`config.mk`:
```
export PLATFORM = sky130hd
export DESIGN_NAME = seq_calculator_flat
export DESIGN_NICKNAME = d
export VERILOG_FILES = /design/src/rtl/seq_calc_pkg.sv /design/src/rtl/seq_calculator_if.sv /design/src/rtl/bin2bcd_seq.sv /design/src/rtl/seq_calculator.sv /design/src/flat_wrapper.sv
export SDC_FILE = /design/constraint.sdc
export NUM_CORES = 1
export LEC_CHECK = 0
export BUFFER_PORTS_ARGS = -buffer_cell sky130_fd_sc_hd__buf_2
export CAP_MARGIN = 20
export CORE_MARGIN = 3
export CORE_UTILIZATION = 55
export CTS_BUF_LIST = sky130_fd_sc_hd__clkbuf_4
export DETAILED_ROUTE_END_ITERATION = 12
export MAX_ROUTING_LAYER = met4
export PLACE_DENSITY = 0.74
export REMOVE_ABC_BUFFERS = 1
export SYNTH_ARGS = -nofsm -noshare
export SYNTH_HDL_FRONTEND = slang
export SYNTH_SLANG_ARGS = --single-unit
```
`constraint.sdc`:
```
create_clock -name clk -period 3.2 [get_ports clk]
set_input_delay 0.48 -clock clk [delete_from_list [all_inputs] [get_ports clk]]
set_output_delay 0.48 -clock clk [all_outputs]
set_load 0.01 [all_outputs]
```
`src/rtl/seq_calc_pkg.sv`:
```
// Shared definitions for the sequential calculator: opcodes, FSM encoding and
// the elaboration-time sizing helper for the BCD output.
package seq_calc_pkg;

  localparam logic [2:0] OP_ADD = 3'd0;
  localparam logic [2:0] OP_SUB = 3'd1;
  localparam logic [2:0] OP_MUL = 3'd2;
  localparam logic [2:0] OP_DIV = 3'd3;
  localparam logic [2:0] OP_MOD = 3'd4;
  localparam logic [2:0] OP_AND = 3'd5;
  localparam logic [2:0] OP_OR  = 3'd6;
  localparam logic [2:0] OP_XOR = 3'd7;

  typedef enum logic [1:0] {
    IDLE = 2'd0,
    EXEC = 2'd1,
    CONV = 2'd2,
    DONE = 2'd3
  } state_t;

  // Decimal digits needed to show the largest bin_w-bit unsigned value.
  function automatic int digits_required(input int bin_w);
    longint unsigned v;
    int              d;
    v = (64'd1 << bin_w) - 64'd1;
    d = 1;
    while (v >= 64'd10) begin
      v = v / 64'd10;
      d = d + 1;
    end
    return d;
  endfunction

endpackage

```
`src/rtl/seq_calculator_if.sv`:
```
// Start/busy/done request interface between a requester and seq_calculator.
interface seq_calculator_if #(
  parameter int WIDTH  = 4,
  parameter int DIGITS = 4
);

  logic                  start;
  logic [WIDTH-1:0]      a;
  logic [WIDTH-1:0]      b;
  logic [2:0]            op;
  logic                  busy;
  logic                  done;
  logic [4*DIGITS-1:0]   bcd_out;
  logic                  neg;
  logic                  err;

  modport master (
    output start, a, b, op,
    input  busy, done, bcd_out, neg, err
  );

  modport slave (
    input  start, a, b, op,
    output busy, done, bcd_out, neg, err
  );

endinterface

```
`src/rtl/bin2bcd_seq.sv`:
```
// Sequential double-dabble: one add-3/shift step per clock, BIN_W steps total.
// done is high during the final step; bcd carries that step's result.
module bin2bcd_seq #(
  parameter int BIN_W  = 8,
  parameter int DIGITS = 3
) (
  input  logic                  clk,
  input  logic                  reset,
  input  logic                  load,
  input  logic [BIN_W-1:0]      bin,
  output logic                  done,
  output logic [4*DIGITS-1:0]   bcd
);

  localparam int BCD_W = 4 * DIGITS;
  localparam int CNT_W = $clog2(BIN_W);

  logic [BIN_W-1:0] bin_sr;
  logic [BCD_W-1:0] bcd_sr;
  logic [BCD_W-1:0] bcd_shift;
  logic [CNT_W-1:0] cnt;
  logic             active;
  logic [3:0]       nib;

  // Each nibble is corrected, then its top bit carries into the next nibble.
  always_comb begin
    // NOTE: every combinational output gets a default first so no path can infer a latch.
    bcd_shift    = '0;
    nib          = '0;
    bcd_shift[0] = bin_sr[BIN_W-1];
    for (int i = 0; i < DIGITS; i++) begin
      nib = bcd_sr[4*i +: 4];
      if (nib >= 4'd5) nib = nib + 4'd3;
      bcd_shift[4*i+1 +: 3] = nib[2:0];
      if (i < DIGITS - 1) bcd_shift[4*i+4] = nib[3];
    end
  end

  assign done = active && (cnt == CNT_W'(BIN_W - 1));
  assign bcd  = bcd_shift;

  // NOTE: registers use non-blocking assignments so each one samples pre-edge values.
  always_ff @(posedge clk or posedge reset) begin
    if (reset) begin
      bin_sr <= '0;
      bcd_sr <= '0;
      cnt    <= '0;
      active <= 1'b0;
    end else if (load) begin
      bin_sr <= bin;
      bcd_sr <= '0;
      cnt    <= '0;
      active <= 1'b1;
    end else if (active) begin
      bin_sr <= {bin_sr[BIN_W-2:0], 1'b0};
      bcd_sr <= bcd_shift;
      cnt    <= cnt + CNT_W'(1);
      if (done) active <= 1'b0;
    end
  end

endmodule

```
`src/rtl/seq_calculator.sv`:
```
// Multi-cycle calculator: iterative multiply/divide in EXEC, sequential
// binary-to-BCD in CONV, registered BCD/sign/error results for the display path.
module seq_calculator
  import seq_calc_pkg::*;
#(
  parameter int WIDTH  = 4,
  parameter int DIGITS = 4
) (
  input  logic             clk,
  input  logic             reset,
  seq_calculator_if.slave  bus
);

  localparam int RES_W = 2 * WIDTH;
  localparam int CNT_W = $clog2(WIDTH);

  if (WIDTH < 2 || WIDTH > 16) begin : g_width_check
    $error("seq_calculator: WIDTH must lie in 2..16");
  end
  if (DIGITS < digits_required(RES_W)) begin : g_digits_check
    $error("seq_calculator: DIGITS too small for a 2*WIDTH-bit result");
  end

  state_t              state, state_n;
  logic [WIDTH-1:0]    a_q, b_q;
  logic [2:0]          op_q;
  logic [RES_W-1:0]    acc, acc_step, result;
  logic [CNT_W-1:0]    step_cnt;
  logic                neg_pend;
  logic                div_op, iterative, div_zero, exec_last;
  logic [WIDTH:0]      mul_sum, div_rem, div_diff;
  logic                conv_load, conv_done;
  logic [4*DIGITS-1:0] conv_bcd;
  logic                busy_q, done_q, neg_q, err_q;
  logic [4*DIGITS-1:0] bcd_q;

  assign div_op    = (op_q == OP_DIV) || (op_q == OP_MOD);
  assign iterative = div_op || (op_q == OP_MUL);
  assign div_zero  = div_op && (b_q == '0);
  assign exec_last = !iterative || (step_cnt == CNT_W'(WIDTH - 1));

  // acc is {hi, lo}: multiply keeps {partial product, remaining multiplier},
  // divide keeps {partial remainder, dividend bits turning into quotient}.
  always_comb begin
    mul_sum  = {1'b0, acc[RES_W-1:WIDTH]} + (acc[0] ? {1'b0, a_q} : '0);
    div_rem  = {acc[RES_W-1:WIDTH], acc[WIDTH-1]};
    div_diff = div_rem - {1'b0, b_q};
    acc_step = acc;
    if (op_q == OP_MUL)
      acc_step = {mul_sum, acc[WIDTH-1:1]};
    else if (div_op)
      acc_step = div_diff[WIDTH] ? {div_rem[WIDTH-1:0], acc[WIDTH-2:0], 1'b0}
                                 : {div_diff[WIDTH-1:0], acc[WIDTH-2:0], 1'b1};

    case (op_q)
      OP_ADD:  result = RES_W'(a_q) + RES_W'(b_q);
      OP_SUB:  result = (a_q >= b_q) ? RES_W'(a_q - b_q) : RES_W'(b_q - a_q);
      OP_MUL:  result = acc_step;
      OP_DIV:  result = RES_W'(acc_step[WIDTH-1:0]);
      OP_MOD:  result = RES_W'(acc_step[RES_W-1:WIDTH]);
      OP_AND:  result = RES_W'(a_q & b_q);
      OP_OR:   result = RES_W'(a_q | b_q);
      OP_XOR:  result = RES_W'(a_q ^ b_q);
      default: result = '0;
    endcase
  end

  always_comb begin
    state_n   = state;
    conv_load = 1'b0;
    case (state)
      IDLE: if (bus.start) state_n = EXEC;
      EXEC: begin
        if (div_zero) begin
          state_n = DONE;
        end else if (exec_last) begin
          state_n   = CONV;
          conv_load = 1'b1;
        end
      end
      CONV:    if (conv_done) state_n = DONE;
      DONE:    state_n = IDLE;
      default: state_n = IDLE;
    endcase
  end

  always_ff @(posedge clk or posedge reset) begin
    if (reset) begin
      state  <= IDLE;
      busy_q <= 1'b0;
      done_q <= 1'b0;
    end else begin
      state  <= state_n;
      busy_q <= (state_n == EXEC) || (state_n == CONV);
      done_q <= (state_n == DONE);
    end
  end

  always_ff @(posedge clk or posedge reset) begin
    if (reset) begin
      a_q      <= '0;
      b_q      <= '0;
      op_q     <= OP_ADD;
      acc      <= '0;
      step_cnt <= '0;
      neg_pend <= 1'b0;
      bcd_q    <= '0;
      neg_q    <= 1'b0;
      err_q    <= 1'b0;
    end else begin
      case (state)
        IDLE: begin
          if (bus.start) begin
            a_q      <= bus.a;
            b_q      <= bus.b;
            op_q     <= bus.op;
            acc      <= {{WIDTH{1'b0}}, (bus.op == OP_MUL) ? bus.b : bus.a};
            step_cnt <= '0;
          end
        end
        EXEC: begin
          acc      <= acc_step;
          step_cnt <= step_cnt + CNT_W'(1);
          neg_pend <= (op_q == OP_SUB) && (a_q < b_q);
          if (div_zero) begin
            bcd_q <= '0;
            neg_q <= 1'b0;
            err_q <= 1'b1;
          end
        end
        CONV: begin
          if (conv_done) begin
            bcd_q <= conv_bcd;
            neg_q <= neg_pend;
            err_q <= 1'b0;
          end
        end
        default: ;
      endcase
    end
  end

  bin2bcd_seq #(
    .BIN_W  (RES_W),
    .DIGITS (DIGITS)
  ) u_bin2bcd (
    .clk   (clk),
    .reset (reset),
    .load  (conv_load),
    .bin   (result),
    .done  (conv_done),
    .bcd   (conv_bcd)
  );

  assign bus.busy    = busy_q;
  assign bus.done    = done_q;
  assign bus.bcd_out = bcd_q;
  assign bus.neg     = neg_q;
  assign bus.err     = err_q;

endmodule

```
`src/flat_wrapper.sv`:
```
// flat-port wrapper written by rule: the top's interface ports become plain ports
module seq_calculator_flat import seq_calc_pkg::*;
#(
  parameter int WIDTH  = 4,
  parameter int DIGITS = 4
)
  (clk, reset, bus_start, bus_a, bus_b, bus_op, bus_busy, bus_done, bus_bcd_out, bus_neg, bus_err);
  seq_calculator_if #(.WIDTH(WIDTH), .DIGITS(DIGITS)) bus_i ();
  input  logic clk;
  input  logic reset;
  input wire logic [$bits(bus_i.start)-1:0] bus_start;
  input wire logic [$bits(bus_i.a)-1:0] bus_a;
  input wire logic [$bits(bus_i.b)-1:0] bus_b;
  input wire logic [$bits(bus_i.op)-1:0] bus_op;
  output wire logic [$bits(bus_i.busy)-1:0] bus_busy;
  output wire logic [$bits(bus_i.done)-1:0] bus_done;
  output wire logic [$bits(bus_i.bcd_out)-1:0] bus_bcd_out;
  output wire logic [$bits(bus_i.neg)-1:0] bus_neg;
  output wire logic [$bits(bus_i.err)-1:0] bus_err;
  assign bus_i.start = bus_start;
  assign bus_i.a = bus_a;
  assign bus_i.b = bus_b;
  assign bus_i.op = bus_op;
  assign bus_busy = bus_i.busy;
  assign bus_done = bus_i.done;
  assign bus_bcd_out = bus_i.bcd_out;
  assign bus_neg = bus_i.neg;
  assign bus_err = bus_i.err;
  seq_calculator #(.WIDTH(WIDTH), .DIGITS(DIGITS)) u_core (.clk(clk), .reset(reset), .bus(bus_i));
endmodule
```
==> results of run 1 <==
[sequential cells by signal, summed over array words and instances, names as in the netlist, 3 cells and up]
| name | count |
|---|---|
| u_core.u_bin2bcd.bcd_sr | 16 |
| u_core.u_bin2bcd.cnt | 3 |
| u_core.acc | 8 |
| u_core.b_q | 4 |
| u_core.a_q | 4 |
| u_core.bus.bcd_out | 16 |
| u_core.u_bin2bcd.bin_sr | 8 |
| u_core.op_q | 3 |
[final timing paths]
check | cells after the start | startpoint | endpoint | slack [ns]
setup / recovery | 8 | u_core.a_q[1] | u_core.u_bin2bcd.bin_sr[5] | 0.32
hold / removal | 2 | reset | u_core.state[0] | 0.16
setup reg to reg | 8 | u_core.a_q[1] | u_core.u_bin2bcd.bin_sr[5] | 0.32
hold reg to reg | 2 | u_core.bus.bcd_out[11] | u_core.bus.bcd_out[11] | 0.49
max in group asynchronous | 3 | reset | u_core.u_bin2bcd.active | 2.24
min in group clk | 2 | bus_b[0] | u_core.b_q[0] | 0.27
[layout make-up]
cell class                 instances  area [um^2]
clock inverter                     6        43.79
sequential                        72         1802
multi-input combinational        410         2992
clock buffer                      10        75.07
tap                              108        135.1
inverter                          36        135.1
timing repair buffer              45        255.2
fill                             780         3368
[metrics by stage]
| stage | instances | util | hold WS [ns] | area, um^2 | power (W) |
|---|---|---|---|---|---|
| 2_1_floorplan | 518 | - | 0.4472 | 4928 | 0.0009454 |
| 3_3_place_gp | 671 | 0.6040 | 0.4562 | 5319 | 0.0009635 |
| 3_5_place_dp | 671 | 0.6040 | 0.4699 | 5319 | 0.0009642 |
| 4_1_cts | 687 | 0.6175 | 0.1669 | 5438 | 0.001496 |
| 5_1_grt | 687 | 0.6175 | 0.1882 | 5438 | 0.001532 |
| 6_report | 687 | 0.6175 | 0.1571 | 5438 | 0.001479 |
[critical path: cells and delay by family (launching register included)]
family / cells / cell delay [ns]
adders and majority gates: 1 / 0.45
AOI/OAI and AO/OA: 5 / 1.36
muxes: 1 / 0.36
DFF: 1 / 0.51
buffers and inverters: 1 / 0.14
[per-layer routing]
| metal | GRT usage | wire length (um) |
|---|---|---|
| met4 | 0.08375 | 274 |
| met3 | 0.05392 | 570 |
| met2 | 0.4341 | 6062 |
| met5 | - | 0 |
| met1 | 0.3367 | 5687 |
[cell usage in the layout (no fill, tap or decap), types with 10 or more instances in the layout]
master and count:
ha_1 39, and2_1 10, a22o_1 13, o21ai_0 35, mux2_2 19, nand2_1 39, clkbuf_4 10, inv_1 35
nand2b_1 12, buf_2 33, dfrtp_1 72, nand3_1 11, nor2_1 36, mux2i_1 24, buf_4 12, a21oi_1 51
[power groups by stage]
stage,registers (W),logic (W),clock network [W]
final,0.000910,0.0000356,0.000534
after global placement,0.000927,0.0000364,0
after global routing,0.000910,0.0000404,0.000581
after CTS,0.000910,0.0000374,0.000549
after detailed placement,0.000927,0.0000371,0
after floorplan,0.000927,0.0000183,0
[kinds of logic (layout without fill, tap and decap cells)]
kind of cell    Yosys count  in the layout  share of synthesized area
simple gates            140            140                     0.1389
flops                    72             72                     0.3565
xor+xnor                 12             12                    0.02080
fa+ha+maj                44             44                     0.1164
mux                      44             44                    0.09210
buf+inv                  66             97                    0.05150
compound gates          170            170                     0.2238
==> results.toml, run 1 <==
[synth]
syn_area_per_cell_um2 = 9.222
synth_top_area_frac = 0.3565
synth-main-ff-cell = "dfrtp_1"
synth_largest_area_cell = "dfrtp_1"
ys_top_cells_by_area = "dfrtp_1 36%, ha_1 9.7%, a21oi_1 5.1%, mux2i_1 4.8%, mux2_2 4.2%"
yosysWarningCount = 0
synthArstFlopShare = 1.000
synth_most_common_cell = "dfrtp_1"
synth-edff-count = 0
synthCells = 548
synthTopCellsByCount = "72 x dfrtp_1, 51 x a21oi_1, 39 x ha_1, 39 x nand2_1"
synth-seq-area-share = 0.3565
ys_ff_latch = 72
syn_area_um2 = 5054
yosys.cell_types.count = 63

[clock_network]
ctsHoldBuffers = 0
cts.clk_slew.worst_paths_ns = 0.13
cts_root_buffer = "clkbuf_4"
cts_sinks = 72
cts.path.max_buffers = 2
numCtsBuffers = 9
tritoncts = "built"
postCtsSetupBuffers = 0
cts.repair.resized = 0
h-tree-depth = 3
clk_latency_ns = 0.45

[drt]
wirelength_um = 12590
detail_route.vias_per_cell = 6.191
ant_nets = 0
dr.pass1.iters = 5
vias = 4253
drt_first_iter_violations = 287
route.detailed.wl_per_inst_um = 18.33
drc = 0

[global_route]
antenna_found_initial = 0
overflow = 0
grt_pass1_vias = 4144
grt_use_total = 0.2669
grt_max_degree = 35
grt_pass1_wl_um = 20730

[min_path]
min-delay-path-class = "in -> async"

[critical_path]
crit_slowest_cell = "dfrtp_1"
critPathCaptureType = "register"
worstSetupPathType = "reg -> reg"
worstPathCellList = "inv_1, ha_1, o21bai_1, a2111oi_1, mux2_1, a311o_1, a21oi_1, a2bb2oi_1"
crit_path_start_kind = "register"
slowest_delay_ns = 0.51
required_ns = 3.58
critical_path_arrival_ns = 3.27
crit_path_max_fanout = 7

[timing]
fin_setup_tns_ns = 0
maxSlewViolCount = 0
finalHoldViolations = 0
skew_ns = 0.009788
setup_ws_ns = 0.3156
finalSetupViolCount = 0
min_period_over_period = 0.9014
tightest_slew_ns = 0.8307
fmax_mhz = 346.7
rsz0062_at_grt = "no"
post-route-min-period_ns = 2.884
slew_headroom = 0.4451

[power_and_ir_drop]
leakagePower_nw = 2.536
switching_share = 0.2621
clkPwrFrac = 0.361
p_sw_w = 0.0003876
p_seq_frac = 0.615
ir_drop_uv = 182.0
powerDensity_nw_per_um2 = 272.0
internal-power_w = 0.001091
pwr-share-comb = 0.024

[final_layout]
n_antenna_cell = 0
area_growth_pct = 7.601
num-nets-final = 632
drive_gt1_frac = 0.1503

[die]
core-area_um2 = 8806
die_h_um = 101.9
row_count = 34
start_util = 0.5739
die_w_um = 101.9
io_pins = 34
die-area_um2 = 10370

[placed_design]
io_buffer_count = 33
dp_hpwl_um = 9293
gp_congestion = 0.9515
pre_cts_slack_ns = 0.3873

[run]
drv_cap = 0

[outcome]
outcome = "complete, no violations"
No activity file was read; power rests on OpenSTA's default activity.
==> run 2, diff against run 1 <==
- RECOVER_POWER: unset -> 25
==> run 2 against run 1 <==
  * Sequential power hardly changed
  * Total power rose by 0.13%
  * Final area is essentially flat
  * Flip-flop and latch count did not move
  * Cell count unchanged
  * Clock power hardly changed
==> results.toml, run 2 (synthesis gave the netlist of run 1 again) <==
[timing]
rsz0062_at_grt = "no"
post-route-min-period_ns = 2.883
slew_headroom = 0.07575
maxSlewViolCount = 0
finalHoldViolations = 0
finalSetupViolCount = 0
fin_setup_tns_ns = 0
min_period_over_period = 0.9010
setup_ws_ns = 0.3169
skew_ns = 0.009532
tightest_slew_ns = 1.385
fmax_mhz = 346.8

[clock_network]
cts.repair.resized = 0
cts_root_buffer = "clkbuf_4"
h-tree-depth = 3
tritoncts = "built"
numCtsBuffers = 9
clk_latency_ns = 0.45
postCtsSetupBuffers = 0
cts_sinks = 72
cts.path.max_buffers = 2
cts.clk_slew.worst_paths_ns = 0.13
ctsHoldBuffers = 0

[final_layout]
layout_common_cells = "72 x dfrtp_1, 51 x a21oi_1, 39 x nand2_1, 39 x ha_1"
final_common_cell = "dfrtp_1"
num-nets-final = 632
fin_util = 0.6171
n_antenna_cell = 0
drive_gt1_frac = 0.1468
area_growth_pct = 7.527

[drt]
top_layer_used = "met4"
drc = 0
detail_route.vias_per_cell = 6.151
wl_met2_um = 6067
wirelength_um = 12620
route.detailed.wl_per_inst_um = 18.37
drt_first_iter_violations = 274
vias = 4226
dr.pass1.iters = 5
ant_nets = 0
dr_wl_met3_um = 547
wl_met1_um = 5739

[critical_path]
cp_top_family = "compound AO/OA/AOI/OAI gates"
critPathCaptureType = "register"
crit_slowest_cell = "dfrtp_1"
crit_path_max_fanout = 7
worstPathCellList = "inv_1, ha_1, o21bai_1, a2111oi_1, mux2_1, a311o_1, a21oi_1, a2bb2oi_1"
worstSetupPathType = "reg -> reg"
rr_endpoint = "u_core.u_bin2bcd.bin_sr[5]"
r2r_start = "u_core.a_q[1]"
reg2reg_slack_ns = 0.32
cp_num_buf_inv = 1
slowest_delay_ns = 0.51
r2r_cells = 8
critical_path_arrival_ns = 3.27
required_ns = 3.58
crit_path_start_kind = "register"

[global_route]
grt_max_degree = 35
antenna_found_initial = 0
grt_use_total = 0.2669
grt_pass1_wl_um = 20730
overflow = 0
grt_pass1_vias = 4144

[placed_design]
pre_cts_slack_ns = 0.3873
dp_hpwl_um = 9293
gp_congestion = 0.9515
io_buffer_count = 33

[min_path]
min-delay-path-class = "in -> reg"
hold_start = "bus_b[0]"
min_to = "u_core.b_q[0]"
min_path_cells = 2

[run]
drv_cap = 0

[die]
row_count = 34
start_util = 0.5739
io_pins = 34
core-area_um2 = 8806
die-area_um2 = 10370
die_w_um = 101.9
die_h_um = 101.9

[outcome]
outcome = "complete, no violations"

[power_and_ir_drop]
leakagePower_nw = 2.534
powerDensity_nw_per_um2 = 272.5
ir_drop_uv = 182.6
-- run 2: cell types whose count changed in the layout (fill, tap and decap cells not counted) --
| cell | delta |
|---|---|
| clkbuf_1 | +1 |
| inv_1 | +1 |
| buf_4 | -1 |
| inv_2 | -1 |
-- run 2: power breakdown --
part	switching [W]	internal (W)
sequential	0	0.000910
combinational	0.0000243	0.0000105
clock	0.000366	0.000171
-- run 2: final cells by class --
cell class              instances  area, um^2
clock inverters                 6       43.79
multi-input cells             410        2992
clock buffers                  10       75.07
well taps                     108       135.1
repair buffers                 45       251.5
flip-flops and latches         72        1802
fillers                       782        3372
inverters                      36       135.1
-- run 2: metal layers --
metal,vias up,GRT usage
met5,-,-
met4,0,0.08375
met3,30,0.05392
met2,128,0.4341
met1,2038,0.3367
li1,2030,-
-- run 2: worst max-delay path by stage --
stage | from | end | slack, ns | depth (start not counted)
finish | u_core.a_q[1] | u_core.u_bin2bcd.bin_sr[5] | 0.32 | 8
global route | u_core.a_q[1] | u_core.u_bin2bcd.bin_sr[5] | 0.14 | 8
CTS | u_core.a_q[1] | u_core.u_bin2bcd.bin_sr[5] | 0.34 | 8
detailed placement | u_core.a_q[1] | u_core.u_bin2bcd.bin_sr[5] | 0.39 | 8
global placement | u_core.a_q[1] | u_core.u_bin2bcd.bin_sr[5] | 0.53 | 8
floorplan | u_core.op_q[2] | u_core.u_bin2bcd.bin_sr[2] | 0.31 | 5
-- run 2: through the flow --
step	hold slack (ns)	total power [W]	cells	area, um^2
global placement	0.4562	0.0009635	671	5319
floorplan	0.4472	0.0009454	518	4928
finish	0.2632	0.001481	687	5434
global route	0.2476	0.001531	687	5434
detailed placement	0.4699	0.0009642	671	5319
CTS	0.1669	0.001496	687	5438
-- run 2: worst register-to-register path, cell delays in order (launching register included) --
cell,delay [ns]
dfrtp_1,0.51
inv_1,0.14
ha_1,0.44
o21bai_1,0.13
a2111oi_1,0.48
mux2_1,0.36
a311o_1,0.41
a21oi_1,0.17
a2bb2oi_1,0.17
